===== config.mk =====
export PLATFORM = sky130hd
export DESIGN_NAME = lu_sweep_ctrl
export DESIGN_NICKNAME = d
export VERILOG_FILES = /design/src/rtl/lu_sweep_ctrl.sv
export SDC_FILE = /design/constraint.sdc
export NUM_CORES = 1
export LEC_CHECK = 0
export ABC_AREA = 1
export BUFFER_PORTS_ARGS = -buffer_cell sky130_fd_sc_hd__buf_4
export CAP_MARGIN = 20
export CORE_MARGIN = 1.5
export CORE_UTILIZATION = 30
export CTS_BUF_LIST = sky130_fd_sc_hd__clkbuf_2
export DETAILED_ROUTE_END_ITERATION = 8
export REMOVE_ABC_BUFFERS = 1
export SETUP_SLACK_MARGIN = 0.3
export SYNTH_ARGS = -nofsm -noshare
export SYNTH_HDL_FRONTEND = slang
export SYNTH_SLANG_ARGS = --single-unit

===== constraint.sdc =====
create_clock -name clk -period 1.8 [get_ports clk]
set_input_delay 0 -clock clk [delete_from_list [all_inputs] [get_ports clk]]
set_output_delay 0 -clock clk [all_outputs]
set_load 0.02 [all_outputs]

===== src/rtl/lu_sweep_ctrl.sv =====
// lu_sweep_ctrl: latches an operand pair, sweeps the 4-bit logic unit through
// sel 0..3, packs the returned bits into a flag word and self-checks it.
module lu_sweep_ctrl #(
    parameter int unsigned OPW  = 4,
    parameter int unsigned CNTW = 8
) (
    input  logic            clk,
    input  logic            rst,
    input  logic            start,
    input  logic [OPW-1:0]  op_a,
    input  logic [OPW-1:0]  op_b,
    input  logic            lu_out,
    output logic [OPW-1:0]  lu_a,
    output logic [OPW-1:0]  lu_b,
    output logic [2:0]      lu_sel,
    output logic            busy,
    output logic [3:0]      flags,
    output logic            flags_valid,
    input  logic            flags_ack,
    output logic            chk_err,
    output logic [3:0]      err_mask,
    output logic [CNTW-1:0] sweep_cnt
);

    localparam int unsigned SELW  = 2;
    localparam int unsigned FLAGW = 4;

    typedef enum logic [1:0] {
        ST_IDLE  = 2'd0,
        ST_SWEEP = 2'd1,
        ST_DONE  = 2'd2
    } state_t;

    state_t            state_q, state_d;
    logic [SELW-1:0]   sel_q, sel_d;
    logic [OPW-1:0]    lu_a_q, lu_a_d;
    logic [OPW-1:0]    lu_b_q, lu_b_d;
    logic              busy_q, busy_d;
    logic [FLAGW-1:0]  flags_q, flags_d;
    logic              flags_valid_q, flags_valid_d;
    logic              chk_err_q, chk_err_d;
    logic [FLAGW-1:0]  err_mask_q, err_mask_d;
    logic [CNTW-1:0]   sweep_cnt_q, sweep_cnt_d;

    logic [OPW:0]      sum_w;
    logic [FLAGW-1:0]  exp_flags;
    logic [FLAGW-1:0]  cap_flags;

    // Expected flag word from the latched operands, and the flag word with this cycle's LU bit merged in.
    always_comb begin
        sum_w     = {1'b0, lu_a_q} + {1'b0, lu_b_q};
        exp_flags = {sum_w[OPW], lu_b_q[0], lu_a_q[0], (lu_a_q <= lu_b_q)};
        cap_flags = flags_q;
        cap_flags[sel_q] = lu_out;
    end

    // Next-state and registered-output logic.
    always_comb begin
        state_d       = state_q;
        sel_d         = sel_q;
        lu_a_d        = lu_a_q;
        lu_b_d        = lu_b_q;
        busy_d        = busy_q;
        flags_d       = flags_q;
        flags_valid_d = flags_valid_q;
        chk_err_d     = chk_err_q;
        err_mask_d    = err_mask_q;
        sweep_cnt_d   = sweep_cnt_q;

        unique case (state_q)
            ST_IDLE: begin
                if (start) begin
                    lu_a_d  = op_a;
                    lu_b_d  = op_b;
                    sel_d   = SELW'(0);
                    busy_d  = 1'b1;
                    state_d = ST_SWEEP;
                end
            end
            ST_SWEEP: begin
                flags_d = cap_flags;
                sel_d   = sel_q + SELW'(1);
                if (sel_q == SELW'(3)) begin
                    flags_valid_d = 1'b1;
                    err_mask_d    = cap_flags ^ exp_flags;
                    chk_err_d     = |(cap_flags ^ exp_flags);
                    sweep_cnt_d   = sweep_cnt_q + CNTW'(1);
                    state_d       = ST_DONE;
                end
            end
            ST_DONE: begin
                // Ack wins over a coincident start; the start is dropped.
                if (flags_ack) begin
                    flags_valid_d = 1'b0;
                    busy_d        = 1'b0;
                    state_d       = ST_IDLE;
                end
            end
            default: begin
                state_d = ST_IDLE;
                busy_d  = 1'b0;
            end
        endcase
    end

    // State and output registers.
    always_ff @(posedge clk or posedge rst) begin
        if (rst) begin
            state_q       <= ST_IDLE;
            sel_q         <= '0;
            lu_a_q        <= '0;
            lu_b_q        <= '0;
            busy_q        <= 1'b0;
            flags_q       <= '0;
            flags_valid_q <= 1'b0;
            chk_err_q     <= 1'b0;
            err_mask_q    <= '0;
            sweep_cnt_q   <= '0;
        end else begin
            state_q       <= state_d;
            sel_q         <= sel_d;
            lu_a_q        <= lu_a_d;
            lu_b_q        <= lu_b_d;
            busy_q        <= busy_d;
            flags_q       <= flags_d;
            flags_valid_q <= flags_valid_d;
            chk_err_q     <= chk_err_d;
            err_mask_q    <= err_mask_d;
            sweep_cnt_q   <= sweep_cnt_d;
        end
    end

    // LU select decoded straight from flops: sel counter during SWEEP, else 0.
    always_comb begin
        lu_sel = 3'd0;
        if (state_q == ST_SWEEP) begin
            lu_sel = {1'b0, sel_q};
        end
    end

    assign lu_a        = lu_a_q;
    assign lu_b        = lu_b_q;
    assign busy        = busy_q;
    assign flags       = flags_q;
    assign flags_valid = flags_valid_q;
    assign chk_err     = chk_err_q;
    assign err_mask    = err_mask_q;
    assign sweep_cnt   = sweep_cnt_q;

endmodule

==> results.yml <==
status:
  run_status: "finished clean"
final_layout:
  layout-drive-gt1-share_pct: 33.6
  multi_input_area_um2: 821
  area_growth_pct: 45.8
  fillerInstances: 525
  layout.nets: 287
  layout.cell_area.non_filler_mm2: 0.00237
  seqCellArea_um2: 778
  num_antenna_cells: 0
die:
  coreArea_mm2: 0.00517
  chipWidth_um: 76.6
  floorplan_die_height_um: 76.6
  floorplan.initialDensity_pct: 31.4
  dieArea_mm2: 0.00587
  placementRows: 26
  floorplan.io_pins: 43
hold_path:
  hp-class: "in2async"
routing:
  routed-via-count: 1422
  antenna_left: 0
  post-route-drc-count: 0
  post_drt_wl_per_cell_um: 11.2
  drt_iter0_drc: 78
  detail_route.vias_per_cell: 4.28
  detail_route.wirelength_um: 3700
  detail_route.first_pass.iterations: 4
placed_design:
  finalWeightedCongestion: 0.770
  portBuffers: 41
  hpwl_um: 2570
  place_area_mm2: 0.00201
global_routing:
  grt_use_total_pct: 13.0
  number_of_global_route_vias_before_repair: 1267
  gr-total-overflow: 0
  wire_length_of_the_first_global_routing_pass_um: 5950
  grt_start_max_net_pins: 32
  grt_antenna_before_repair: 0
synthesis:
  post_synth.cell_area_avg_um2: 8.47
  yosysUniqueCellTypes: 23
  synth_area_mm2: 0.00163
  post-synth-top-area-fraction_pct: 47.7
  yosys_register_bits: 31
  ys_seq_area_share_pct: 47.7
  netlist_top_cells_area: "sky130_fd_sc_hd__dfrtp_1, sky130_fd_sc_hd__nand2_1, sky130_fd_sc_hd__ha_1"
  synth-warning-count: 0
  synth.largest_area_cell: "sky130_fd_sc_hd__dfrtp_1"
  syn_inst: 192
sta:
  final.setup.tns_ns: 0
  final-max-slew-violation-count: 0
  period_share_pct: 78.5
  final.setup_skew_ns: 0.0184
  max_freq_mhz: 708
  finalSetupViolations: 0
  report.final.hold_viol_count: 0
  unrepaired_setup_endpoints_after_global_routing: "yes"
  layout_min_cycle_time_ns: 1.41
  hold_slack_ns: 0.226
power:
  power.share.combinational_pct: 58.7
  power_mw: 4.27
  switching_power_mw: 1.96
  power.share.sequential_pct: 30.0
  internal-power_mw: 2.31
  share_clk_of_total_power_pct: 11.3
  vdd.ir_drop.worst_mv: 1.04
  cellLeakagePower_nw: 1.25
  fraction_of_power_spent_switching_nets_pct: 45.9
  p_per_area_mw_per_mm2: 1800
setup_path:
  critical-path-top-delay-family: "flip-flops"
  setup_crit_path_kind: "reg2reg"
  critical_path_arrival_ns: 1.74
  cp_data_required_time_ns: 2.12
  setup.worst_path.end_class: "flop"
  timing.critical_path.fanout_max: 5
  setup_crit_start_kind: "flop"
  worstPathBufferInverterCount: 1
  worst_path_max_delay_cell: "sky130_fd_sc_hd__dfrtp_2"
  max_incr_delay_on_cp_ns: 0.46
  path_cells: "ha_2, inv_1, nor2_4, nand4_2, nor2_1, xor2_1"
clock_network:
  cts_root_buffer: "sky130_fd_sc_hd__clkbuf_2"
  tritoncts: "done"
  insertion_delay_to_the_later_sink_of_the_worst_skew_pair_ns: 0.38
  total_clock_buffers_created_by_cts: 5
  cts_num_sinks: 31
  clkTransAtPathRegs_ns: 0.18
  htreeDepth: 2
  clockBufferDepth: 2
job:
  maxCapViolations: 0
[sequential cells by signal, summed over array words and instances (netlist names), 2 cells and up]
name	count
lu_b	4
err_mask	4
flags	4
lu_a	4
sel_q	2
sweep_cnt	8
state_q	2
[worst reg2reg max path, cell delays in order (launching register included)]
cell	delay, ns
sky130_fd_sc_hd__dfrtp_2	0.46
sky130_fd_sc_hd__ha_2	0.25
sky130_fd_sc_hd__inv_1	0.08
sky130_fd_sc_hd__nor2_4	0.14
sky130_fd_sc_hd__nand4_2	0.12
sky130_fd_sc_hd__nor2_1	0.15
sky130_fd_sc_hd__xor2_1	0.16
[power groups by stage]
stage / Clock, mW / Combinational [mW] / Sequential, mW
2_1_floorplan: 0 / 1.11 / 1.52
3_3_place_gp: 0 / 2.10 / 1.27
3_5_place_dp: 0 / 2.11 / 1.28
4_1_cts: 0.497 / 2.15 / 1.26
5_1_grt: 0.535 / 2.81 / 1.33
6_report: 0.483 / 2.51 / 1.28
[cell type report]
type / count / share of cell area [%]
flip-flops and latches: 31 / 32.8
clock inverters: 3 / 1.64
multi-input cells: 131 / 34.6
clock buffers: 5 / 1.05
repair buffers: 65 / 21.8
well taps: 70 / 3.69
inverters: 27 / 4.38
[synth_stat cells]
library cell,instances
sky130_fd_sc_hd__a21oi_1,3
sky130_fd_sc_hd__a31oi_1,2
sky130_fd_sc_hd__buf_2,2
sky130_fd_sc_hd__buf_4,1
sky130_fd_sc_hd__conb_1,1
sky130_fd_sc_hd__dfrtp_1,31
sky130_fd_sc_hd__ha_1,13
sky130_fd_sc_hd__inv_1,25
sky130_fd_sc_hd__inv_2,2
sky130_fd_sc_hd__nand2_1,64
sky130_fd_sc_hd__nand2_2,1
sky130_fd_sc_hd__nand2_4,1
sky130_fd_sc_hd__nand3_1,9
sky130_fd_sc_hd__nand3_2,1
sky130_fd_sc_hd__nand4_2,1
sky130_fd_sc_hd__nor2_1,11
sky130_fd_sc_hd__nor2_4,2
sky130_fd_sc_hd__nor3_4,1
sky130_fd_sc_hd__o21ai_0,6
sky130_fd_sc_hd__o21ai_1,7
sky130_fd_sc_hd__o31ai_1,2
sky130_fd_sc_hd__xnor2_1,4
sky130_fd_sc_hd__xor2_1,2
[logic make-up (layout without fill, tap and decap cells)]
group | count (synthesis) | after routing | share of synthesized area (%)
adders and majority gates | 13 | 13 | 10.0
AOI/OAI and AO/OA | 20 | 20 | 6.61
other | 1 | 1 | 0.231
and+or+nand+nor | 91 | 91 | 24.9
buffers and inverters | 30 | 100 | 7.31
DFF | 31 | 31 | 47.7
xor gates and xnor gates | 6 | 6 | 3.23
[metrics by stage]
step	util, %	cells	worst slack [ns]
after detailed placement	38.9	301	0.271
after global routing	45.9	332	0.251
after CTS	42.5	321	0.304
after floorplan	-	189	0.339
final	45.9	332	0.387
after global placement	38.9	301	0.343
[timing repair]
item | in CTS | in global routing
setup endpoints to repair | 1 | 7
pin swaps | 0 | 3
setup buffers | 0 | 11
endpoints found under the hold margin | 46 | 0
hold buffers | 12 | 0
resized for setup | 1 | 23
[metal layers]
layer | vias up | track usage [%] | routed length (um)
li1 | 733 | - | -
met5 | - | 0 | 0
met2 | 33 | 20.4 | 1700
met3 | 6 | 3.83 | 167
met1 | 650 | 17.0 | 1780
met4 | 0 | 5.00 | 56
[worst paths after layout]
check / startpoint / end / slack (ns) / cells after the start
max: sel_q[1] / sweep_cnt[6] / 0.39 / 6
min: rst / sweep_cnt[7] / 0.23 / 4
max reg2reg: sel_q[1] / sweep_cnt[6] / 0.39 / 6
min reg2reg: sweep_cnt[7] / sweep_cnt[7] / 0.48 / 1
max in group asynchronous: rst / sel_q[1] / 1.26 / 4
min in group clk: flags_ack / state_q[1] / 0.32 / 3
[cells in the final DEF (no fill, tap or decap)]
cell type and n:
sky130_fd_sc_hd__nand2_1 60, sky130_fd_sc_hd__buf_4 53, sky130_fd_sc_hd__dfrtp_1 29, sky130_fd_sc_hd__inv_1 22, sky130_fd_sc_hd__dlygate4sd3_1 12, sky130_fd_sc_hd__nor2_1 9, sky130_fd_sc_hd__o21ai_1 9, sky130_fd_sc_hd__nand3_1 8
sky130_fd_sc_hd__ha_1 7, sky130_fd_sc_hd__nand2_2 5, sky130_fd_sc_hd__ha_4 5, sky130_fd_sc_hd__clkbuf_2 5, sky130_fd_sc_hd__inv_2 4, sky130_fd_sc_hd__o21ai_0 4, sky130_fd_sc_hd__xnor2_1 4, sky130_fd_sc_hd__nor2_4 2
sky130_fd_sc_hd__a31oi_1 2, sky130_fd_sc_hd__xor2_1 2, sky130_fd_sc_hd__nand3_2 2, sky130_fd_sc_hd__nor2_2 2, sky130_fd_sc_hd__a21oi_1 2, sky130_fd_sc_hd__o31ai_1 2, sky130_fd_sc_hd__dfrtp_2 2, sky130_fd_sc_hd__nand2_4 1
sky130_fd_sc_hd__nor3_4 1, sky130_fd_sc_hd__a21oi_2 1, sky130_fd_sc_hd__inv_4 1, sky130_fd_sc_hd__nand4_2 1, sky130_fd_sc_hd__ha_2 1, sky130_fd_sc_hd__conb_1 1, sky130_fd_sc_hd__clkinv_2 1, sky130_fd_sc_hd__bufinv_16 1
sky130_fd_sc_hd__clkinv_1 1
(Power assumes the default switching activity.)
